$ cat src/rtl/fmm_reduce_kernel_m_e_column_writer_if.sv
// ----------------------------------------------------------------------------
// fmm_reduce_kernel_m_e_column_writer_if
//   Bundles the ap_ctrl_hs job handshake, the job arguments and the M_e BRAM
//   write port of the column writer.
//   slave  : the column writer (takes start/args, drives done/idle/BRAM port)
//   master : the reduce-kernel control FSM side
//   Signals:
//     ap_start, rowt, col, pivot_row          master -> slave
//     ap_done, ap_idle, ap_ready               slave  -> master
//     M_e_address0, M_e_ce0, M_e_we0, M_e_d0   slave  -> BRAM
//     rows_written, rows_written_ap_vld        slave  -> master
// ----------------------------------------------------------------------------
interface fmm_reduce_kernel_m_e_column_writer_if #(
    parameter int ADDR_W = 17
);
    logic              ap_start;
    logic              ap_done;
    logic              ap_idle;
    logic              ap_ready;
    logic signed [31:0] rowt;
    logic [ADDR_W-1:0] col;
    logic signed [31:0] pivot_row;
    logic [ADDR_W-1:0] M_e_address0;
    logic              M_e_ce0;
    logic              M_e_we0;
    logic [31:0]       M_e_d0;
    logic [31:0]       rows_written;
    logic              rows_written_ap_vld;

    modport slave (
        input  ap_start, rowt, col, pivot_row,
        output ap_done, ap_idle, ap_ready,
        output M_e_address0, M_e_ce0, M_e_we0, M_e_d0,
        output rows_written, rows_written_ap_vld
    );

    modport master (
        output ap_start, rowt, col, pivot_row,
        input  ap_done, ap_idle, ap_ready,
        input  M_e_address0, M_e_ce0, M_e_we0, M_e_d0,
        input  rows_written, rows_written_ap_vld
    );
endinterface

$ cat src/rtl/fmm_reduce_kernel_m_e_column_writer.sv
// ----------------------------------------------------------------------------
// fmm_reduce_kernel_m_e_column_writer
//   Writes one column of the flattened M_e matrix (row stride 320 words):
//   the pivot row gets 1, every other visited row gets 0. One BRAM write per
//   cycle, ap_ctrl_hs-style start/done.
//   Ports:
//     ap_clk    clock, rising edge
//     ap_rst_n  asynchronous active-low reset
//     bus       job handshake + BRAM write port (slave modport)
//   Configuration macro:
//     FMM_M_E_WRITER_EARLY_STOP_EN - when defined, the column walk stops
//     right after the pivot row has been written.
// ----------------------------------------------------------------------------
module fmm_reduce_kernel_m_e_column_writer #(
    parameter int ADDR_W = 17
) (
    input  logic ap_clk,
    input  logic ap_rst_n,
    fmm_reduce_kernel_m_e_column_writer_if.slave bus
);

    typedef enum logic [1:0] {S_IDLE, S_WRITE, S_DONE} state_t;

    state_t             r_state;
    logic signed [31:0] r_rowt;
    logic signed [31:0] r_pivot;
    logic [ADDR_W-1:0]  r_col;
    logic [30:0]        r_row;      // row currently presented on the BRAM port
    logic [31:0]        r_cnt;      // writes completed before the current one
    logic               r_ce0;
    logic               r_we0;
    logic [ADDR_W-1:0]  r_addr;
    logic [31:0]        r_d0;
    logic               r_done;
    logic               r_idle;
    logic [31:0]        r_rows_written;

    logic [30:0]        w_row_nxt;
    logic [31:0]        w_rowt_m1;
    logic               w_last;

    // row*320 + col, built as (row<<8)+(row<<6)+col at 35 bits, then wrapped
    function automatic logic [ADDR_W-1:0] f_addr(input logic [30:0] row,
                                                 input logic [ADDR_W-1:0] c);
        logic [34:0] w_full;
        w_full = ({4'd0, row} << 8) + ({4'd0, row} << 6) + {{(35-ADDR_W){1'b0}}, c};
        return w_full[ADDR_W-1:0];
    endfunction

    // Row is non-negative, so a negative pivot (bit 31 set) never matches.
    function automatic logic f_hit(input logic [30:0] row, input logic [31:0] piv);
        return ({1'b0, row} == piv);
    endfunction

    assign w_row_nxt = r_row + 31'd1;
    assign w_rowt_m1 = $unsigned(r_rowt) - 32'd1;

`ifdef FMM_M_E_WRITER_EARLY_STOP_EN
    assign w_last = ({1'b0, r_row} == w_rowt_m1) || f_hit(r_row, $unsigned(r_pivot));
`else
    assign w_last = ({1'b0, r_row} == w_rowt_m1);
`endif

    always_ff @(posedge ap_clk or negedge ap_rst_n) begin
        if (!ap_rst_n) begin
            r_state        <= S_IDLE;
            r_rowt         <= '0;
            r_pivot        <= '0;
            r_col          <= '0;
            r_row          <= '0;
            r_cnt          <= '0;
            r_ce0          <= 1'b0;
            r_we0          <= 1'b0;
            r_addr         <= '0;
            r_d0           <= '0;
            r_done         <= 1'b0;
            r_idle         <= 1'b1;
            r_rows_written <= '0;
        end else begin
            r_done <= 1'b0;
            case (r_state)
                S_IDLE: begin
                    if (bus.ap_start) begin
                        r_rowt  <= bus.rowt;
                        r_pivot <= bus.pivot_row;
                        r_col   <= bus.col;
                        r_row   <= '0;
                        r_cnt   <= '0;
                        r_idle  <= 1'b0;
                        if (bus.rowt > 32'sd0) begin
                            // Row 0 is presented in the first WRITE cycle.
                            r_state <= S_WRITE;
                            r_ce0   <= 1'b1;
                            r_we0   <= 1'b1;
                            r_addr  <= bus.col;
                            r_d0    <= {31'd0, (bus.pivot_row == 32'sd0)};
                        end else begin
                            r_state        <= S_DONE;
                            r_done         <= 1'b1;
                            r_rows_written <= '0;
                        end
                    end
                end
                S_WRITE: begin
                    r_cnt <= r_cnt + 32'd1;
                    if (w_last) begin
                        r_state        <= S_DONE;
                        r_ce0          <= 1'b0;
                        r_we0          <= 1'b0;
                        r_addr         <= '0;
                        r_d0           <= '0;
                        r_done         <= 1'b1;
                        r_rows_written <= r_cnt + 32'd1;
                    end else begin
                        r_row  <= w_row_nxt;
                        r_addr <= f_addr(w_row_nxt, r_col);
                        r_d0   <= {31'd0, f_hit(w_row_nxt, $unsigned(r_pivot))};
                    end
                end
                S_DONE: begin
                    r_state <= S_IDLE;
                    r_idle  <= 1'b1;
                end
                default: begin
                    r_state <= S_IDLE;
                    r_idle  <= 1'b1;
                end
            endcase
        end
    end

    assign bus.M_e_ce0             = r_ce0;
    assign bus.M_e_we0             = r_we0;
    assign bus.M_e_address0        = r_addr;
    assign bus.M_e_d0              = r_d0;
    assign bus.ap_done             = r_done;
    assign bus.ap_ready            = r_done;
    assign bus.rows_written_ap_vld = r_done;
    assign bus.ap_idle             = r_idle;
    assign bus.rows_written        = r_rows_written;

endmodule
$ cat src/flat_wrapper.sv
// flat-port wrapper written by rule: the top's interface ports become plain ports
module fmm_reduce_kernel_m_e_column_writer_flat 
#(
    parameter int ADDR_W = 17
)
  (ap_clk, ap_rst_n, bus_ap_start, bus_rowt, bus_col, bus_pivot_row, bus_ap_done, bus_ap_idle, bus_ap_ready, bus_M_e_address0, bus_M_e_ce0, bus_M_e_we0, bus_M_e_d0, bus_rows_written, bus_rows_written_ap_vld);
  fmm_reduce_kernel_m_e_column_writer_if #(.ADDR_W(ADDR_W)) bus_i ();
  input  logic ap_clk;
  input  logic ap_rst_n;
  input wire logic [$bits(bus_i.ap_start)-1:0] bus_ap_start;
  input wire logic [$bits(bus_i.rowt)-1:0] bus_rowt;
  input wire logic [$bits(bus_i.col)-1:0] bus_col;
  input wire logic [$bits(bus_i.pivot_row)-1:0] bus_pivot_row;
  output wire logic [$bits(bus_i.ap_done)-1:0] bus_ap_done;
  output wire logic [$bits(bus_i.ap_idle)-1:0] bus_ap_idle;
  output wire logic [$bits(bus_i.ap_ready)-1:0] bus_ap_ready;
  output wire logic [$bits(bus_i.M_e_address0)-1:0] bus_M_e_address0;
  output wire logic [$bits(bus_i.M_e_ce0)-1:0] bus_M_e_ce0;
  output wire logic [$bits(bus_i.M_e_we0)-1:0] bus_M_e_we0;
  output wire logic [$bits(bus_i.M_e_d0)-1:0] bus_M_e_d0;
  output wire logic [$bits(bus_i.rows_written)-1:0] bus_rows_written;
  output wire logic [$bits(bus_i.rows_written_ap_vld)-1:0] bus_rows_written_ap_vld;
  assign bus_i.ap_start = bus_ap_start;
  assign bus_i.rowt = bus_rowt;
  assign bus_i.col = bus_col;
  assign bus_i.pivot_row = bus_pivot_row;
  assign bus_ap_done = bus_i.ap_done;
  assign bus_ap_idle = bus_i.ap_idle;
  assign bus_ap_ready = bus_i.ap_ready;
  assign bus_M_e_address0 = bus_i.M_e_address0;
  assign bus_M_e_ce0 = bus_i.M_e_ce0;
  assign bus_M_e_we0 = bus_i.M_e_we0;
  assign bus_M_e_d0 = bus_i.M_e_d0;
  assign bus_rows_written = bus_i.rows_written;
  assign bus_rows_written_ap_vld = bus_i.rows_written_ap_vld;
  fmm_reduce_kernel_m_e_column_writer #(.ADDR_W(ADDR_W)) u_core (.ap_clk(ap_clk), .ap_rst_n(ap_rst_n), .bus(bus_i));
endmodule
$ cat config.mk
export PLATFORM = sky130hd
export DESIGN_NAME = fmm_reduce_kernel_m_e_column_writer_flat
export DESIGN_NICKNAME = d
export VERILOG_FILES = /design/src/rtl/fmm_reduce_kernel_m_e_column_writer_if.sv /design/src/rtl/fmm_reduce_kernel_m_e_column_writer.sv /design/src/flat_wrapper.sv
export SDC_FILE = /design/constraint.sdc
export NUM_CORES = 1
export LEC_CHECK = 0
export CAP_MARGIN = 20
export CORE_AREA = 2 2 146 148
export DETAILED_ROUTE_END_ITERATION = 8
export DIE_AREA = 0 0 148 150
export HOLD_SLACK_MARGIN = 0.02
export MAX_ROUTING_LAYER = met4
export PLACE_DENSITY = 0.81
export SYNTH_ARGS = -nofsm -noshare
export SYNTH_HDL_FRONTEND = slang
export SYNTH_SLANG_ARGS = --single-unit
$ cat constraint.sdc
create_clock -name ap_clk -period 9.7 [get_ports ap_clk]
set_clock_uncertainty 0.05 [all_clocks]
set_input_delay 2.91 -clock ap_clk [delete_from_list [all_inputs] [get_ports ap_clk]]
set_output_delay 2.91 -clock ap_clk [all_outputs]
set_load 0.1 [all_outputs]
==> run_results.csv, run 1 <==
group,metric,value,unit
synthesis,postSynthRegisterBits,199,
detailed_routing,dr.pass1.iters,5,
clock_network,postCtsHoldBufs,0,
grt,grt_usage,0.293,
worst_setup_path,crit_chain,"clkdlybuf4s50_1 -> nor4_1 -> nand4_1 -> o21bai_1 -> nand2b_1 -> buf_4 -> mux2_2 -> nand2_1 -> o31ai_1",
layout,fin_util,0.678,
worst_hold_path,hp-class,"flop to flop",
synthesis,synth_cells,1397,
synthesis,yosys_warnings,0,
floorplanning,ios,171,
clock_network,htree_levels,4,
clock_network,clkTransAtPathRegs,80,ps
clock_network,root_buffer,"clkbuf_16",
sta,holdWs,435,ps
worst_setup_path,cp_num_buf_inv,2,
pwr,powerDensity,285,mW/mm²
layout,final_cells,1752,
worst_setup_path,reg2reg_depth,11,
clock_network,cts_tree,"yes",
detailed_routing,via_per_inst,6.00,
grt,grt_pass1_vias,10100,
synthesis,synth-seq-area-share,0.409,
floorplanning,num_rows,53,
clock_network,numCtsBuffers,17,
clock_network,cts_buffer_depth,2,
detailed_routing,antenna_left,0,
synthesis,postSynthAreaPerCell,8.71,µm²
layout,post-route-cell-area,0.0140,mm²
floorplanning,dieWidth,148,µm
layout,fillers,1669,
worst_hold_path,hold_depth,2,
floorplanning,initial_core_util,0.588,
detailed_routing,drt_iter0_markers,860,
clock_network,clk_latency,440,ps
worst_setup_path,critPathMaxFanout,21,
synthesis,syn-cell-area,0.0122,mm²
detailed_routing,routed_wl,31100,µm
worst_setup_path,slowest_delay,440,ps
placement,dpl.hpwl,20800,µm
placement,pre_cts_slack,4070,ps
sta,min_period_over_period,0.525,
placement,numPortBuffers,139,
detailed_routing,route.detailed.drc,0,
placement,dp.cells,1719,
synthesis,synth_flop_cell,"dfrtp_1",
detailed_routing,dr_total_vias,10500,
clock_network,cts.sinks,199,
synthesis,synth-edff-count,0,
clock_network,cts_setup_buffers,0,
grt,grt_pass1_wl,50900,µm
detailed_routing,routedWlPerCell,17.8,µm
layout,nets,1572,
pwr,leakage,6.13,nW
worst_setup_path,crit_type,"input port to flop",
floorplanning,dieHeight,150,µm
run,cap_viol_max_count,0,
sta,drv_slew,0,
outcome,status,"finished, final reports clean",
worst_setup_path,crit_required,9950,ps
layout,layout_commonest_cell,"nand2_1",
sta,max_freq,196,MHz
sta,rsz0062_at_grt,"no",
worst_setup_path,crit_path_start_kind,"input port",
sta,slew_headroom,0.320,
layout,diodes,0,
synthesis,ys_types,80,
grt,grt_max_degree,122,
worst_setup_path,path_delay_family,"simple AND/OR/NAND/NOR gates",
grt,antenna_found_initial,0,
pwr,ir_worst_vdd,228,µV
sta,finalSetupViolCount,0,
placement,dpl_cell_area,0.0135,mm²
layout,syn_to_final_growth,15.2,%
clock_network,post_cts_resized,0,
sta,fin_ws,4610,ps
sta,final.setup.tns,0,ps
layout,multi_input_area,0.00658,mm²
layout,drive_gt1_frac,0.0623,
layout,regArea,0.00498,mm²
synthesis,postSynth.asyncResetShare,1.00,
worst_setup_path,cp.arrival,5340,ps
floorplanning,fp.coreArea,0.0207,mm²
pwr,total_power,4.00,mW
floorplanning,fp.dieArea,0.0222,mm²
placement,gp_congestion,0.949,
grt,grt.overflow.total,0,
layout,final_cell_mix,"nand2_1 (308), dfrtp_1 (198), clkdlybuf4s50_1 (138)",
sta,fin_crit,5090,ps
sta,tightestPinTransition,1020,ps
sta,finalHoldViolCount,0,
worst_setup_path,slowest_stage,"nor4_1",
worst_setup_path,end_kind,"flop",
worst_setup_path,path_depth,9,
[area by class of cell]
| type | count | share of cell area |
|---|---|---|
| clock buffers | 21 | 0.0314 |
| clock inverters | 10 | 0.00544 |
| inverters | 18 | 0.00482 |
| multi-input cells | 1077 | 0.469 |
| flip-flops and latches | 199 | 0.355 |
| well taps | 275 | 0.0245 |
| repair buffers | 152 | 0.109 |
[path summary, 6_finish.rpt]
path	from	endpoint	slack (ps)
max	bus_rowt[0]	u_core.bus.M_e_address0[16]	4610
min reg2reg	u_core.r_col[5]	u_core.r_col[5]	440
min	u_core.r_col[5]	u_core.r_col[5]	440
min in group asynchronous	ap_rst_n	u_core.r_cnt[12]	2560
max reg2reg	u_core.r_rowt[0]	u_core.bus.rows_written[29]	5430
max in group asynchronous	ap_rst_n	u_core.r_rowt[8]	5820
[logic make-up after synthesis]
group                      synth area share
xor gates and xnor gates             0.0942
AOI/OAI and AO/OA                     0.150
buffers and inverters                0.0619
and+or+nand+nor                       0.234
other                              0.000308
adders and majority gates            0.0286
muxes                                0.0225
DFF                                   0.409
[power by group]
part | internal (mW) | leakage [nW] | switching (mW)
Clock | 0.328 | 0.232 | 0.321
Sequential | 1.06 | 2.60 | 0.291
Combinational | 0.706 | 3.29 | 1.29
[flip-flops by register name, summed over array words and instances (netlist names)]
name / cells
u_core.bus.M_e_address0: 17
u_core.bus.ap_idle: 1
u_core.r_pivot: 32
u_core.r_rowt: 32
u_core.r_row: 31
u_core.r_state: 2
u_core.bus.M_e_ce0: 1
u_core.bus.M_e_d0: 1
u_core.r_cnt: 32
u_core.bus.rows_written: 32
u_core.bus.ap_done: 1
u_core.r_col: 17
[synthesized netlist by cell type, types with 3 or more instances]
| library cell | n | area, µm² |
|---|---|---|
| nand2_1 | 309 | 1160 |
| dfrtp_1 | 198 | 4950 |
| xnor2_1 | 83 | 727 |
| o21ai_0 | 82 | 410 |
| clkbuf_1 | 70 | 263 |
| nand3_1 | 63 | 315 |
| nor2_1 | 57 | 214 |
| xor2_1 | 48 | 420 |
| o31ai_1 | 35 | 263 |
| buf_4 | 34 | 255 |
| a21oi_1 | 32 | 160 |
| nor3_1 | 28 | 140 |
| o21ai_1 | 27 | 135 |
| nor4_1 | 26 | 163 |
| and3_1 | 24 | 150 |
| mux2i_1 | 24 | 240 |
| o211ai_2 | 23 | 288 |
| nand4_1 | 20 | 125 |
| inv_1 | 18 | 67.6 |
| ha_1 | 15 | 188 |
| o211ai_1 | 14 | 105 |
| buf_1 | 12 | 45.0 |
| nand2b_1 | 11 | 68.8 |
| a31oi_1 | 10 | 62.6 |
| buf_2 | 10 | 50.1 |
| or3_1 | 10 | 62.6 |
| and2_1 | 9 | 56.3 |
| a21o_1 | 8 | 60.1 |
| fa_1 | 8 | 160 |
| buf_6 | 6 | 67.6 |
| nor3b_1 | 5 | 37.5 |
| o41ai_1 | 4 | 35.0 |
| or4_1 | 4 | 30.0 |
| a2111oi_0 | 3 | 26.3 |
| a211oi_1 | 3 | 22.5 |
| mux2_2 | 3 | 33.8 |
| nand3b_1 | 3 | 22.5 |
| nor2b_1 | 3 | 18.8 |
| nor4_4 | 3 | 63.8 |
| o21a_1 | 3 | 22.5 |
| or2_2 | 3 | 18.8 |
[tightest hold or removal path: cells and delay by family (launching register included)]
family	cells	cell delay [ps]
flip-flops	1	350
AND/OR/NAND/NOR	2	100
[metal layers]
metal  wire [µm]  vias to the layer above  GRT usage
li1            -                     4920          -
met1       13800                     5026      0.408
met2       13900                      494      0.437
met3        2730                       69     0.0503
met4         728                        0     0.0986
met5           0                        -          -
Note: power is estimated with default switching activity, not from simulation.
==> run 2: changes to the inputs <==
--- a/config.mk
+++ b/config.mk
@@ -6,12 +6,12 @@
 export NUM_CORES = 1
 export LEC_CHECK = 0
 export CAP_MARGIN = 20
-export CORE_AREA = 2 2 146 148
+export CORE_AREA = 2 2 160 162
 export DETAILED_ROUTE_END_ITERATION = 8
-export DIE_AREA = 0 0 148 150
+export DIE_AREA = 0 0 162 164
 export HOLD_SLACK_MARGIN = 0.02
 export MAX_ROUTING_LAYER = met4
-export PLACE_DENSITY = 0.81
+export PLACE_DENSITY = 0.72
 export SYNTH_ARGS = -nofsm -noshare
 export SYNTH_HDL_FRONTEND = slang
 export SYNTH_SLANG_ARGS = --single-unit
==> constraint.sdc (replaced) <==
create_clock -name ap_clk -period 4.33 [get_ports ap_clk]
set_clock_uncertainty 0.05 [all_clocks]
set_input_delay 1.299 -clock ap_clk [delete_from_list [all_inputs] [get_ports ap_clk]]
set_output_delay 1.299 -clock ap_clk [all_outputs]
set_load 0.1 [all_outputs]
==> run_results.csv, run 2 (synthesized netlist as in run 1, its figures left out) <==
group,metric,value,unit
grt,grt_pass1_vias,9766,
detailed_routing,dr.pass1.iters,5,
sta,finalSetupViolCount,0,
placement,gp_congestion,0.910,
detailed_routing,m1WireLength,15300,µm
layout,diodes,0,
pwr,p_sw_frac,0.477,
sta,slew_headroom,0.334,
pwr,leakage,6.25,nW
clock_network,post_cts_resized,0,
pwr,powerDensity,636,mW/mm²
worst_setup_path,critPathMaxFanout,33,
grt,grt_usage,0.250,
pwr,power.internal,4.75,mW
worst_setup_path,crit_required,4590,ps
grt,grt_max_degree,74,
detailed_routing,drt_iter0_markers,866,
pwr,p_clk_frac,0.173,
clock_network,clkTransAtPathRegs,90,ps
worst_hold_path,hp-class,"flop to flop",
run,cap_viol_max_count,0,
detailed_routing,route.detailed.drc,0,
detailed_routing,via_per_inst,5.63,
grt,grt.overflow.total,0,
sta,fin_ws,414,ps
worst_setup_path,crit_path_start_kind,"flop",
layout,nets,1586,
clock_network,numCtsBuffers,17,
floorplanning,initial_core_util,0.491,
floorplanning,num_rows,58,
worst_setup_path,rrSetupSlack,410,ps
detailed_routing,dr_total_vias,10300,
layout,syn_to_final_growth,17.3,%
detailed_routing,routedWlPerCell,17.4,µm
sta,rsz0062_at_grt,"no",
layout,final_cells,1822,
detailed_routing,wl_met3,1970,µm
worst_setup_path,slowest_stage,"or3_4",
layout,layout_commonest_cell,"nand2_1",
detailed_routing,antenna_left,0,
placement,dpl_cell_area,0.0137,mm²
clock_network,clk_latency,440,ps
placement,dp.cells,1790,
layout,drive_gt1_frac,0.0744,
detailed_routing,met2_length,13900,µm
pwr,power_frac_comb,0.493,
sta,final.setup.tns,0,ps
grt,grt_pass1_wl,51500,µm
detailed_routing,highest_layer,"met4",
clock_network,htree_levels,4,
placement,dpl.hpwl,22600,µm
sta,drv_slew,0,
floorplanning,dieHeight,164,µm
clock_network,cts_tree,"yes",
placement,pre_cts_slack,443,ps
clock_network,cts_buffer_depth,2,
placement,numPortBuffers,139,
sta,finalHoldViolCount,0,
floorplanning,ios,171,
worst_setup_path,crit_type,"flop to flop",
pwr,power.net_switching,4.33,mW
sta,fin_crit,3920,ps
worst_setup_path,path_delay_family,"simple AND/OR/NAND/NOR gates",
clock_network,cts.sinks,199,
floorplanning,fp.coreArea,0.0248,mm²
worst_setup_path,crit_chain,"inv_1 -> ha_1 -> nor2b_1 -> nand4_2 -> or4_1 -> a311oi_1 -> o2111ai_2 -> or3_4 -> buf_12 -> o211ai_1 -> o21ai_0",
pwr,ir_worst_vdd,399,µV
clock_network,root_buffer,"clkbuf_16",
detailed_routing,routed_wl,31600,µm
sta,max_freq,255,MHz
clock_network,postCtsHoldBufs,0,
clock_network,cts_setup_buffers,0,
sta,min_period_over_period,0.904,
layout,final_cell_mix,"nand2_1 (308), dfrtp_1 (198), clkdlybuf4s50_1 (138)",
worst_setup_path,end_kind,"flop",
floorplanning,dieWidth,162,µm
worst_setup_path,cp_num_buf_inv,2,
outcome,status,"finished, final reports clean",
sta,tightestPinTransition,996,ps
pwr,seqPwrFrac,0.335,
worst_setup_path,cp.arrival,4170,ps
grt,antenna_found_initial,0,
worst_setup_path,slowest_delay,640,ps
layout,post-route-cell-area,0.0143,mm²
floorplanning,fp.dieArea,0.0266,mm²
layout,fin_util,0.575,
run 2: metal layers:
| metal | global-route usage | vias to the layer above |
|---|---|---|
| met2 | 0.360 | 352 |
| met1 | 0.367 | 4907 |
| li1 | - | 4968 |
| met4 | 0.0676 | 0 |
| met3 | 0.0376 | 32 |
| met5 | - | - |
run 2: through the flow:
stage	hold slack (ps)	power (mW)
5_1_grt	452	9.73
3_3_place_gp	407	7.41
6_report	429	9.07
3_5_place_dp	412	7.48
2_1_floorplan	395	6.34
4_1_cts	436	9.09
run 2: area by class of cell:
type	instances	area [µm²]
inverters	18	67.6
flip-flops and latches	199	4980
fillers	2198	10500
well taps	330	413
repair buffers	166	1650
clock buffers	17	425
multi-input cells	1077	6580
clock inverters	15	156
run 2: power by group through the flow:
stage          clock (mW)  sequential [mW]  combinational (mW)
2_1_floorplan           0             3.43                2.91
3_3_place_gp            0             3.03                4.39
3_5_place_dp            0             3.05                4.44
4_1_cts              1.60             3.03                4.47
5_1_grt              1.68             3.11                4.94
6_report             1.57             3.04                4.47
run 2: tightest hold or removal path: stages, from the launching register on:
cell and delay (ps):
dfrtp_1 350, nand2_1 50, nand2_1 50
run 2: final timing paths:
kind                                  start                     endpoint  cells after the start
setup / recovery           u_core.r_rowt[0]   u_core.bus.rows_written[2]                     11
hold / removal              u_core.r_col[5]              u_core.r_col[5]                      2
setup reg to reg           u_core.r_rowt[0]   u_core.bus.rows_written[2]                     11
hold reg to reg             u_core.r_col[5]              u_core.r_col[5]                      2
max in group asynchronous          ap_rst_n           u_core.bus.ap_idle                      2
min in group asynchronous          ap_rst_n  u_core.bus.rows_written[26]                      1
